[config.mk]
export PLATFORM = sky130hd
export DESIGN_NAME = coreb_arbiter_rr
export DESIGN_NICKNAME = d
export VERILOG_FILES = /design/src/rtl/coreb_arbiter_rr.sv
export SDC_FILE = /design/constraint.sdc
export NUM_CORES = 1
export LEC_CHECK = 0
export BUFFER_PORTS_ARGS = -buffer_cell sky130_fd_sc_hd__buf_2
export CAP_MARGIN = 40
export CORE_ASPECT_RATIO = 1.5
export CORE_MARGIN = 8
export CORE_UTILIZATION = 53
export CTS_CLUSTER_SIZE = 30
export DETAILED_ROUTE_END_ITERATION = 8
export GPL_TIMING_DRIVEN = 0
export PLACE_DENSITY = 0.82
export SYNTH_ARGS = -nofsm -noshare
export SYNTH_HDL_FRONTEND = slang
export SYNTH_SLANG_ARGS = --single-unit
[constraint.sdc]
create_clock -name CLK -period 4.95 [get_ports CLK]
set_clock_uncertainty 0.15 [all_clocks]
set_input_delay 0.2475 -clock CLK [delete_from_list [all_inputs] [get_ports CLK]]
set_output_delay 0.2475 -clock CLK [all_outputs]
set_load 0.01 [all_outputs]
[src/rtl/coreb_arbiter_rr.sv]
// Core-B shared-bus arbiter: fixed-priority or round-robin grant, burst/lock hold, parking on DEF_MST.
// Optional lock timeout is built only when CORE_B_ARB_TIMEOUT_EN is defined.
module coreb_arbiter_rr #(
  parameter int NUM_MST = 16,
  parameter int IDX_W   = 4,
  parameter int RR_MODE = 1,
  parameter int DEF_MST = 0,
  parameter int TIMEOUT = 256
) (
  input  logic               CLK,
  input  logic               RST,
  input  logic [NUM_MST-1:0] MxREQ,
  input  logic               MmLK,
  input  logic               MmLST,
  input  logic               MsRDY,
  input  logic               MsERR,
  output logic [NUM_MST-1:0] AxGNT,
  output logic [NUM_MST-1:0] AmCMUX,
  output logic [IDX_W-1:0]   AmIDX,
  output logic               AbTO
);

  if (NUM_MST < 2 || NUM_MST > 32 || (2 ** IDX_W) < NUM_MST || DEF_MST < 0 ||
      DEF_MST >= NUM_MST || TIMEOUT < 1 || TIMEOUT > 65536) begin : g_cfg_err
    $error("coreb_arbiter_rr: illegal parameter set");
  end

  typedef enum logic [1:0] {
    S_IDLE = 2'd0,
    S_OWN  = 2'd1,
    S_LOCK = 2'd2
  } state_t;

  localparam logic [NUM_MST-1:0] DEF_OH  = {{(NUM_MST-1){1'b0}}, 1'b1} << DEF_MST;
  localparam logic [IDX_W-1:0]   DEF_IDX = IDX_W'(DEF_MST);

  function automatic logic [NUM_MST-1:0] f_onehot(input logic [IDX_W-1:0] idx);
    return {{(NUM_MST-1){1'b0}}, 1'b1} << idx;
  endfunction

  // Round-robin searches upward from ptr+1 with wrap, so ptr itself is tried last.
  function automatic logic [IDX_W-1:0] f_pick(input logic [NUM_MST-1:0] req,
                                              input logic [IDX_W-1:0]   ptr);
    logic [IDX_W-1:0]   win;
    logic [NUM_MST-1:0] sh;
    logic               found;
    int                 idx;
    win   = DEF_IDX;
    found = 1'b0;
    for (int k = 0; k < NUM_MST; k++) begin
      if (RR_MODE != 0) idx = (int'(ptr) + 1 + k) % NUM_MST;
      else              idx = k;
      sh = req >> idx;
      if (!found && sh[0]) begin
        win   = IDX_W'(idx);
        found = 1'b1;
      end
    end
    return win;
  endfunction

  state_t             r_state;
  logic [NUM_MST-1:0] r_gnt;
  logic [IDX_W-1:0]   r_own;
  logic [NUM_MST-1:0] r_cmux;
  logic [IDX_W-1:0]   r_idx;
  logic [IDX_W-1:0]   r_ptr;
  logic               r_to;

  state_t             w_state_nxt;
  logic [NUM_MST-1:0] w_gnt_nxt;
  logic [IDX_W-1:0]   w_own_nxt;
  logic [IDX_W-1:0]   w_ptr_nxt;
  logic               w_to_nxt;
  logic               w_rel;
  logic               w_req_own;
  logic               w_to_hit;
  logic [IDX_W-1:0]   w_win;

  assign w_req_own = |(MxREQ & r_gnt);
  assign w_win     = f_pick(MxREQ, r_ptr);

`ifdef CORE_B_ARB_TIMEOUT_EN
  localparam logic [15:0] TO_LAST = 16'(TIMEOUT - 1);
  logic [15:0] r_cnt;
  logic        w_others;

  assign w_others = |(MxREQ & ~r_gnt);
  assign w_to_hit = (r_state == S_LOCK) && (r_cnt == TO_LAST);

  // Lock-hold counter: runs only while staying in LOCK with a competing request.
  always_ff @(posedge CLK) begin
    if (RST) begin
      r_cnt <= 16'd0;
    end else if (r_state != S_LOCK || w_state_nxt != S_LOCK) begin
      r_cnt <= 16'd0;
    end else if (w_others && r_cnt != TO_LAST) begin
      r_cnt <= r_cnt + 16'd1;
    end else begin
      r_cnt <= r_cnt;
    end
  end
`else
  assign w_to_hit = 1'b0;
`endif

  // Next-state, release decision and new grant; everything holds without MsRDY.
  always_comb begin
    w_state_nxt = r_state;
    w_gnt_nxt   = r_gnt;
    w_own_nxt   = r_own;
    w_ptr_nxt   = r_ptr;
    w_to_nxt    = 1'b0;
    w_rel       = 1'b0;
    if (MsRDY) begin
      case (r_state)
        S_IDLE: w_rel = 1'b1;
        S_OWN, S_LOCK: begin
          if (MsERR || w_to_hit) begin
            w_rel = 1'b1;
          end else if (MmLK) begin
            w_state_nxt = S_LOCK;
          end else if (MmLST || !w_req_own) begin
            w_rel = 1'b1;
          end else begin
            w_state_nxt = S_OWN;
          end
        end
        default: w_rel = 1'b1;
      endcase
      if (w_rel) begin
        if (MxREQ == {NUM_MST{1'b0}}) begin
          w_state_nxt = S_IDLE;
          w_gnt_nxt   = DEF_OH;
          w_own_nxt   = DEF_IDX;
        end else begin
          w_state_nxt = S_OWN;
          w_gnt_nxt   = f_onehot(w_win);
          w_own_nxt   = w_win;
          w_ptr_nxt   = w_win;
        end
      end else begin
        w_gnt_nxt = r_gnt;
      end
      w_to_nxt = w_to_hit;
    end else begin
      w_to_nxt = 1'b0;
    end
  end

  // Grant, address-phase select (one boundary behind the grant) and timeout pulse.
  always_ff @(posedge CLK) begin
    if (RST) begin
      r_state <= S_IDLE;
      r_gnt   <= DEF_OH;
      r_own   <= DEF_IDX;
      r_cmux  <= DEF_OH;
      r_idx   <= DEF_IDX;
      r_ptr   <= {IDX_W{1'b0}};
      r_to    <= 1'b0;
    end else begin
      r_state <= w_state_nxt;
      r_gnt   <= w_gnt_nxt;
      r_own   <= w_own_nxt;
      r_ptr   <= w_ptr_nxt;
      r_to    <= w_to_nxt;
      if (MsRDY) begin
        r_cmux <= r_gnt;
        r_idx  <= r_own;
      end else begin
        r_cmux <= r_cmux;
        r_idx  <= r_idx;
      end
    end
  end

  assign AxGNT  = r_gnt;
  assign AmCMUX = r_cmux;
  assign AmIDX  = r_idx;
  assign AbTO   = r_to;

endmodule

After elaboration in Yosys (flattened, before gate mapping)
Cells that the tools add are included.

Add/sub/neg operators: 16. Equal/unequal tests: 4. Shifts and indexed selects: 17. Multiplexer cells: 44. Bitwise operators: 18. Reduce and logical (&&, ||, !) cells: 55.

Operator list (count): 16-bit by 32-bit >> shifter with 1-bit output (16); 4-bit two-way mux (17); 4-bit OR reduction (16); 4-bit adder (second input constant) (8); 1-bit two-way mux (21); 4-bit by 3-bit adder with 4-bit output (second input constant) (4); 1-bit AND (first input constant) (16); 16-bit AND (1); 1-bit logical NOT (16); 16-bit logical NOT (1); 16-bit two-way mux (1); 16-bit OR reduction (1); 1-bit by 4-bit << shifter with 16-bit output (first input constant) (1); 1-bit logical AND (15); 2-bit two-way mux (5); 4-bit by 1-bit adder with 4-bit output (second input constant) (2); 4-bit by 2-bit adder with 4-bit output (second input constant) (2); 4-bit AND reduction (1); 3-bit by 2-bit inequality test with 1-bit output (second input constant) (1); 3-bit AND reduction (1); 2-bit by 1-bit equality test with 1-bit output (second input constant) (1); 2-bit equality test (second input constant) (1); 2-bit by 1-bit inequality test with 1-bit output (second input constant) (1); 2-bit AND reduction (1); other kinds (4) (4).

Register bits: 46.

Depth between registers and ports, before layout
Gate-level depths: netlist of the first run.

Word-level depth: 52. Mapped depth: 20. Gate-level depth less buffers: 14.

Worst setup path after synthesis of the first run
No wires, ideal clock.

Path kind: reg2reg. Start point: register r_ptr[0]. End point: register r_gnt[0], in the netlist AxGNT[0]. Setup time: 0.122 ns. Arrival: 4.369 ns. Required time: 4.678 ns. Path slack: 0.309 ns. Cell stages (with the launch flop): 19. Clock period less this slack: 4.641 ns. Cells stage by stage: dfxtp_1 > buf_4 > clkbuf_4 > inv_1 > buf_2 > ha_1 > buf_2 > buf_2 > mux4_2 > mux2_1 > mux2i_1 > nand3_1 > nor3_2 > nand2b_1 > o41a_1 > o21a_1 > a221oi_4 > nor2_2 > a221o_1.

Longest elaborated chain between the ends: 52.

Ends and longest elaborated chain: from (decl) (RTL line 67) `logic [IDX_W-1:0] r_ptr;`; from (signal assigned) (RTL line 159) `r_ptr <= {IDX_W{1'b0}};`; from (signal assigned) (RTL line 165) `r_ptr <= w_ptr_nxt;`; 4-bit by 1-bit adder with 4-bit output * (RTL line 51) `if (RR_MODE != 0) idx = (int'(ptr) + 1 + k) % NUM_MST;`; branches (longest 48 deep; another with 4-bit by 1-bit adder with 4-bit output); 4-bit two-way mux * (RTL line 54) `if (!found && sh[0]) begin`; 1-bit by 4-bit << shifter with 16-bit output * (RTL line 38) `return {{(NUM_MST-1){1'b0}}, 1'b1} << idx;`; 16-bit two-way mux * (RTL line 132) `if (MxREQ == {NUM_MST{1'b0}}) begin`; to (signal assigned) (RTL line 163) `r_gnt <= w_gnt_nxt;`; to (decl) (RTL line 63) `logic [NUM_MST-1:0] r_gnt;`.

Every way passes the cells marked *. A chain may end at the register's enable or synchronous reset.

Worst setup path after layout of the first run
Start point: register r_ptr[0]. End point: register r_gnt[12], in the netlist AxGNT[12].

The elaborated chain is that of the path after synthesis.

==> key figures, run 1 <==
Status
  – Status: finished, final reports clean

Flow run
  – Max-cap violations: 0

Min path
  – Hold path cells: 3
  – Worst min path class: in -> reg
  – Hold path startpoint: MmLK
  – Worst Hold Path EP: r_state[1]

Final layout
  – Final-layout fill cell count: 744
  – Nets: 630
  – Post-layout util: 0.658
  – Finished Layout Cells: 712
  – Share of layout cells above drive strength 1: 0.290
  – Antenna cells: 0
  – Synthesis-to-finish area growth: 21.5%

Die
  – I/O Pins: 59
  – Core area: 7910 um2
  – Die ar.: 11,300 um2
  – # rows: 40
  – Die span in y: about 130 um
  – Starting Density: 0.541
  – DIE WIDTH: 89.4 um

Critical path
  – CP top delay family: compound AO/OA/AOI/OAI gates
  – CP Cell Sequence: buf_6 -> inv_1 -> buf_6 -> ha_4 -> buf_6 -> buf_2 -> a21oi_1 -> nor4_1 -> nor2_1 -> mux2i_1 -> o41ai_1 -> o32ai_1 -> a22oi_1 -> a211oi_4 -> nor3b_4 -> a32o_1
  – Reg2reg end: AxGNT[12]
  – CP Class: reg -> reg
  – WP buf/inv: 5
  – Critical Path AT: around 4.8 ns
  – CP dominant cell by count: buf_6
  – Critical Path RT: 5.03 ns
  – Startpoint Class: flop
  – Slowest stage delay, CP: 0.54 ns
  – R2R setup slack: 0.20 ns
  – CP Max Fanout: 14
  – Nature of the critical path endpoint: flop
  – Worst R2R Path Depth: 16
  – R2r startpoint: r_ptr[0]
  – Crit-path slowest cell: nor4_1

Timing
  – WHS: around 0.12 ns
  – Slew Viols, Final: 0
  – Final setup vio count: 0
  – Maximum clock rate: 211 MHz
  – Tcrit/Tclk final: 0.959
  – Post-route minimum period: 4.75 ns
  – Final hold viol count: 0
  – Slew HR: 0.369
  – TNS Setup: 0 ns
  – Worst slew pin tran: 0.936 ns

CTS
  – Clk slew on worst S/H paths: about 0.060 ns
  – Clock Path Buffers: 2
  – Post-CTS Hold Buffers: 0
  – Clk sinks: 46
  – CTS tree: built
  – Clock root buffer: clkbuf_16
  – Num CTS Buffers: 5
  – # H-tree levels: 2
  – Worst-Skew Late Latency: around 0.29 ns

Yosys
  – Top cells by area, synth: dfxtp_1 22%, mux2i_1 11%, mux4_2 7.4%
  – Largest area contributor in the netlist: dfxtp_1
  – Post-synth EDFFs: 0
  – Cell Area, Synth: 4280 um2
  – Synth Area in Adders: 0.00585
  – Post-synthesis sequential area ratio: 0.215
  – Yosys top cell area share: 0.215
  – YS warnings: 0
  – Avg Cell Area, Syn: just over 8 um2
  – Top FF cell, synth: dfxtp_1
  – Synth Register Bits: 46
  – Cell count after synthesis: around 530
  – Compound-cell area share of the yosys netlist: 0.256
  – Ys async rst share: 0
  – Syn_nets: 549
  – Mux contribution to synthesized area: 0.218
  – Number of distinct library cells after synthesis: 87
  – Largest family of logic cells by synthesized area: compound AO/OA/AOI/OAI gates
  – Xor/xnor cell area share of the yosys netlist: 0.0257
  – Simple logic cell fraction of the synthesized area: 0.234

Global route
  – Gr usage total: 0.300
  – Largest net degree at the start of global routing: 15
  – First-pass GRT wire length: 25,600 um
  – Initial antenna violation count: 0
  – Vias in the first global route: 4,796
  – Total grt overflow: 0

Placement
  – Placed cells: roughly 700
  – RD Place Congestion: 1.07
  – Dpl hpwl: between 10,000 and 15,000 um
  – PortBufs: 55

Route
  – WL final: roughly 17,000 um
  – Antenna Nets Post-Route: 0
  – Drt pass-1 iters: 5
  – DR WL/cell: ~24 um
  – DRC Markers: 0
  – Via Count: 4,789
  – Via density: 6.73
  – Starting DRT DRC Count: 314
-- what timing repair did --
action / 4_1_cts / 5_1_grt
cloned: 0 / 1
resized for setup: 32 / 18
pin swaps: 6 / 10
setup buffers: 13 / 7
setup endpoints to repair: 24 / 23
-- through the flow --
stage	cell area (um2)	setup slack [ns]
after global placement	4690	-0.642
after detailed placement	4690	-0.679
final	5200	0.203
after CTS	5080	0.00274
after floorplan	4280	0.309
after global routing	5200	-0.0115
-- state kept, by name, summed over array words and instances (netlist names) --
| signal | count |
|---|---|
| AxGNT | 16 |
| AmIDX | 4 |
| r_own | 4 |
| AmCMUX | 16 |
| r_state | 2 |
| r_ptr | 4 |
-- how the worst max path moves through the flow --
stage	end	cells past startpoint	slack, ns	start
6_report	AxGNT[12]	16	0.20	r_ptr[0]
5_1_grt	AxGNT[8]	16	-0.01	r_ptr[0]
4_1_cts	AxGNT[6]	19	0.003	r_ptr[0]
3_5_place_dp	AxGNT[14]	19	-0.68	r_ptr[0]
3_3_place_gp	AxGNT[8]	19	-0.64	r_ptr[0]
2_1_floorplan	AxGNT[0]	18	0.31	r_ptr[0]
-- worst reg2reg max path, cell delays in order, from the launching register on --
cell	delay, ns
dfxtp_1	0.35
buf_6	0.18
inv_1	0.09
buf_6	0.16
ha_4	0.28
buf_6	0.12
buf_2	0.24
a21oi_1	0.18
nor4_1	0.54
nor2_1	0.25
mux2i_1	0.54
o41ai_1	0.20
o32ai_1	0.26
a22oi_1	0.17
a211oi_4	0.38
nor3b_4	0.41
a32o_1	0.21
-- final cells by class --
cell class	count	area, um2	share of cell area
sequential	46	921	0.177
buffer	29	168	0.0322
multi-input combinational	436	3350	0.644
clock inverter	2	12.5	0.00241
inverter	11	41.3	0.00794
clock buffer	6	139	0.0267
timing repair buffer	77	438	0.0842
tap	105	131	0.0253
-- logic make-up (layout without fill, tap and decap cells) --
family / Yosys count / in the layout
flops: 46 / 46
mux: 74 / 74
xor+xnor: 10 / 10
buf+inv: 43 / 125
fa+ha+maj: 2 / 2
simple gates: 200 / 200
other cells: 1 / 1
compound gates: 149 / 149
-- cells in the final DEF (no fill, tap or decap), types with 7 or more instances in the layout --
master,Yosys,routed
xnor2_1,7,7
inv_1,10,10
nand2b_1,13,12
clkbuf_1,13,11
o21ai_0,21,19
nor2_1,53,49
nand3_1,14,12
o211ai_1,7,7
buf_4,3,23
dfxtp_1,46,46
a22o_1,14,14
a211oi_1,8,8
nor3_1,11,10
mux2_2,12,11
mux2i_1,47,39
nand2_1,56,55
buf_2,11,63
a31oi_1,8,8
a21oi_1,27,26
mux4_2,14,14
-- Yosys cell counts (all sizes together) (14+ instances only) --
cell / number
mux2i: 47
nor2: 55
dfxtp: 46
o21ai: 23
nand2: 57
clkbuf: 15
nand3: 15
buf: 17
mux4: 14
a21oi: 28
a22o: 14
-- layer usage --
layer,wire (um),up-vias,global-route usage
li1,-,2154,-
met1,5690,2274,0.287
met2,8740,260,0.537
met3,946,101,0.0443
met4,1580,0,0.248
met5,0,-,0
Power of run 1 is left out: the tool's default activity adds up to more than one toggle a clock period on the data nets, which glitch-free logic cannot reach.
==> run 2, diff against run 1 <==
--- a/config.mk
+++ b/config.mk
@@ -12,8 +12,7 @@
 export CORE_UTILIZATION = 53
 export CTS_CLUSTER_SIZE = 30
 export DETAILED_ROUTE_END_ITERATION = 8
-export GPL_TIMING_DRIVEN = 0
-export PLACE_DENSITY = 0.82
+export PLACE_DENSITY = 0.76
 export SYNTH_ARGS = -nofsm -noshare
 export SYNTH_HDL_FRONTEND = slang
 export SYNTH_SLANG_ARGS = --single-unit
==> run 2 against run 1 <==
  * First-iteration DRC count is 4.5% higher
  * Fmax barely moved
  * Clock-buffer cell count decreased by 1
  * Non-clock buffer count shrank 23
  * Die area did not move
  * Critical path depth is 3 lower
  * Critical endpoint unchanged
  * Largest cell class unchanged
==> key figures, run 2 (synthesis gave the netlist of run 1 again) <==
Status
  – Status: finished, final reports clean

Min path
  – Worst Hold Path EP: r_state[1]
  – Worst min path class: in -> reg
  – Hold path startpoint: MmLK
  – Hold path cells: 3 (unchanged)

Die
  – # rows: 40 (unchanged)
  – DIE WIDTH: 89.4 um (unchanged)
  – Die ar.: 11,300 um2 (unchanged)
  – Die span in y: 126 um (unchanged)
  – Starting Density: 0.541 (unchanged)
  – Core area: 7910 um2 (unchanged)
  – I/O Pins: 59 (unchanged)

Global route
  – Largest net degree at the start of global routing: 35 (+20)
  – Total grt overflow: 0 (unchanged)
  – Initial antenna violation count: 0 (unchanged)
  – Vias in the first global route: 4,559 (-4.9%)
  – First-pass GRT wire length: 24,200 um (-5.5%)
  – Gr usage total: 0.283 (-0.0178)

Timing
  – Maximum clock rate: 211 MHz (about the same)
  – Final worst-path setup slack: 0.207 ns (+0.00413 ns)
  – Final hold viol count: 0 (unchanged)
  – Tcrit/Tclk final: 0.958 (about the same)
  – Slew Viols, Final: 0 (unchanged)
  – RSZ-0062 raised after global routing: no
  – Worst slew pin tran: 0.973 ns (+0.0370 ns)
  – WHS: 0.0992 ns (-0.0215 ns)
  – TNS Setup: 0 ns (unchanged)
  – Slew HR: 0.344 (-0.0250)
  – Final setup vio count: 0 (unchanged)
  – Post-route minimum period: 4.74 ns (-0.00413 ns)

CTS
  – Post-CTS Hold Buffers: 0 (unchanged)
  – Num CTS Buffers: 5 (unchanged)
  – # H-tree levels: 2 (unchanged)
  – Clk slew on worst S/H paths: 0.06 ns (about the same)
  – Clock Path Buffers: 2 (unchanged)
  – Clk sinks: 46 (unchanged)
  – Worst-Skew Late Latency: 0.29 ns (about the same)
  – CTS tree: built
  – Clock root buffer: clkbuf_16
  – PostCTS Resize Cnt: 0 (-100%)
  – Number of setup buffers added after CTS: 0 (-13)

Route
  – DR WL/cell: 22.8 um (-4.4%)
  – DRC Markers: 0 (unchanged)
  – WL final: 15,700 um (-7.6%)
  – Antenna Nets Post-Route: 0 (unchanged)
  – Starting DRT DRC Count: 328 (+4.5%)
  – Via density: 6.70 (-0.40%)
  – Via Count: 4,609 (-3.8%)
  – Drt pass-1 iters: 5 (unchanged)

Critical path
  – R2R setup slack: 0.21 ns (about the same)
  – Reg2reg end: AxGNT[12]
  – Startpoint Class: flop
  – Nature of the critical path endpoint: flop
  – R2r startpoint: r_ptr[2]
  – Worst R2R Path Depth: 13 (-3)
  – Critical Path RT: 4.98 ns (-0.05 ns)
  – Critical Path AT: 4.77 ns (-0.06 ns)
  – CP Max Fanout: 14 (unchanged)
  – CP Class: reg -> reg

Final layout
  – Share of layout cells above drive strength 1: 0.245 (-0.0447)
  – Nets: 607 (-3.7%)
  – Final-layout fill cell count: 751 (+0.94%)
  – Commonest non-fill, non-tap cell in the layout: buf_2
  – Antenna cells: 0 (unchanged)
  – Commonest non-fill, non-tap cells in the layout: 57 x buf_2, 56 x nand2_1, 53 x nor2_1, 46 x dfxtp_1, 46 x mux2i_1
  – Synthesis-to-finish area growth: 14.6%
  – Finished Layout Cells: 688 (-3.4%)

Placement
  – Pre-CTS setup slack: 0.238 ns (+0.917 ns)
  – RD Place Congestion: 1.08 (+1.5%)
  – Placed cells: 681 (-0.73%)
  – Dpl hpwl: 12,500 um (-3.8%)
  – PortBufs: 57 (+3.6%)

Flow run
  – Max-cap violations: 0 (unchanged)
[run 2: changes by cell type in the layout (fill, tap and decap cells not counted), sizes merged]
cell,change
buf,-10
clkinvlp,-1
clkbuf,-14
clkinv,+1
[run 2: stage by stage]
step | area, um2 | utilization
global route | 4900 | 0.620
detailed placement | 4750 | 0.601
global placement | 4750 | 0.601
CTS | 4890 | 0.618
finish | 4900 | 0.620
floorplan | 4280 | -
[run 2: worst max path at each step]
stage / startpoint / endpoint / slack [ns] / cells after the start
4_1_cts: r_ptr[1] / AxGNT[14] / 0.16 / 16
6_report: r_ptr[2] / AxGNT[12] / 0.21 / 13
3_3_place_gp: r_ptr[1] / AxGNT[6] / 0.29 / 16
5_1_grt: r_ptr[1] / AxGNT[8] / 0.03 / 15
3_5_place_dp: r_ptr[1] / AxGNT[14] / 0.24 / 16
2_1_floorplan: r_ptr[0] / AxGNT[0] / 0.31 / 18
[run 2: final cells by class]
class / count / area (um2) / share of cell area
multi-input combinational: 436 / 3180 / 0.649
tap: 105 / 131 / 0.0268
sequential: 46 / 921 / 0.188
clock inverter: 2 / 10.0 / 0.00204
timing repair buffer: 83 / 493 / 0.101
clock buffer: 5 / 125 / 0.0255
inverter: 11 / 41.3 / 0.00842
[run 2: per-layer routing]
metal  vias to the layer above  share of wire  wire length [um]  GRT usage
li1                       2105              -                 -          -
met1                      2184           0.33              5240      0.285
met2                       247           0.52              8170      0.494
met3                        73          0.058               903     0.0339
met4                         0          0.087              1360      0.232
met5                         -              0                 0          0
[run 2: critical path, cell delays in order, from the launching register on]
cell and delay (ns):
dfxtp_1 0.60, buf_4 0.31, nand3_2 0.15, xnor2_1 0.26
buf_4 0.23, mux2_2 0.37, o21ai_0 0.76, nor2_1 0.34
o41ai_1 0.43, o21ai_0 0.18, a22oi_1 0.21, a211oi_2 0.13
nor3b_2 0.24, a32o_1 0.27
Power of run 2 is left out for the same reason.
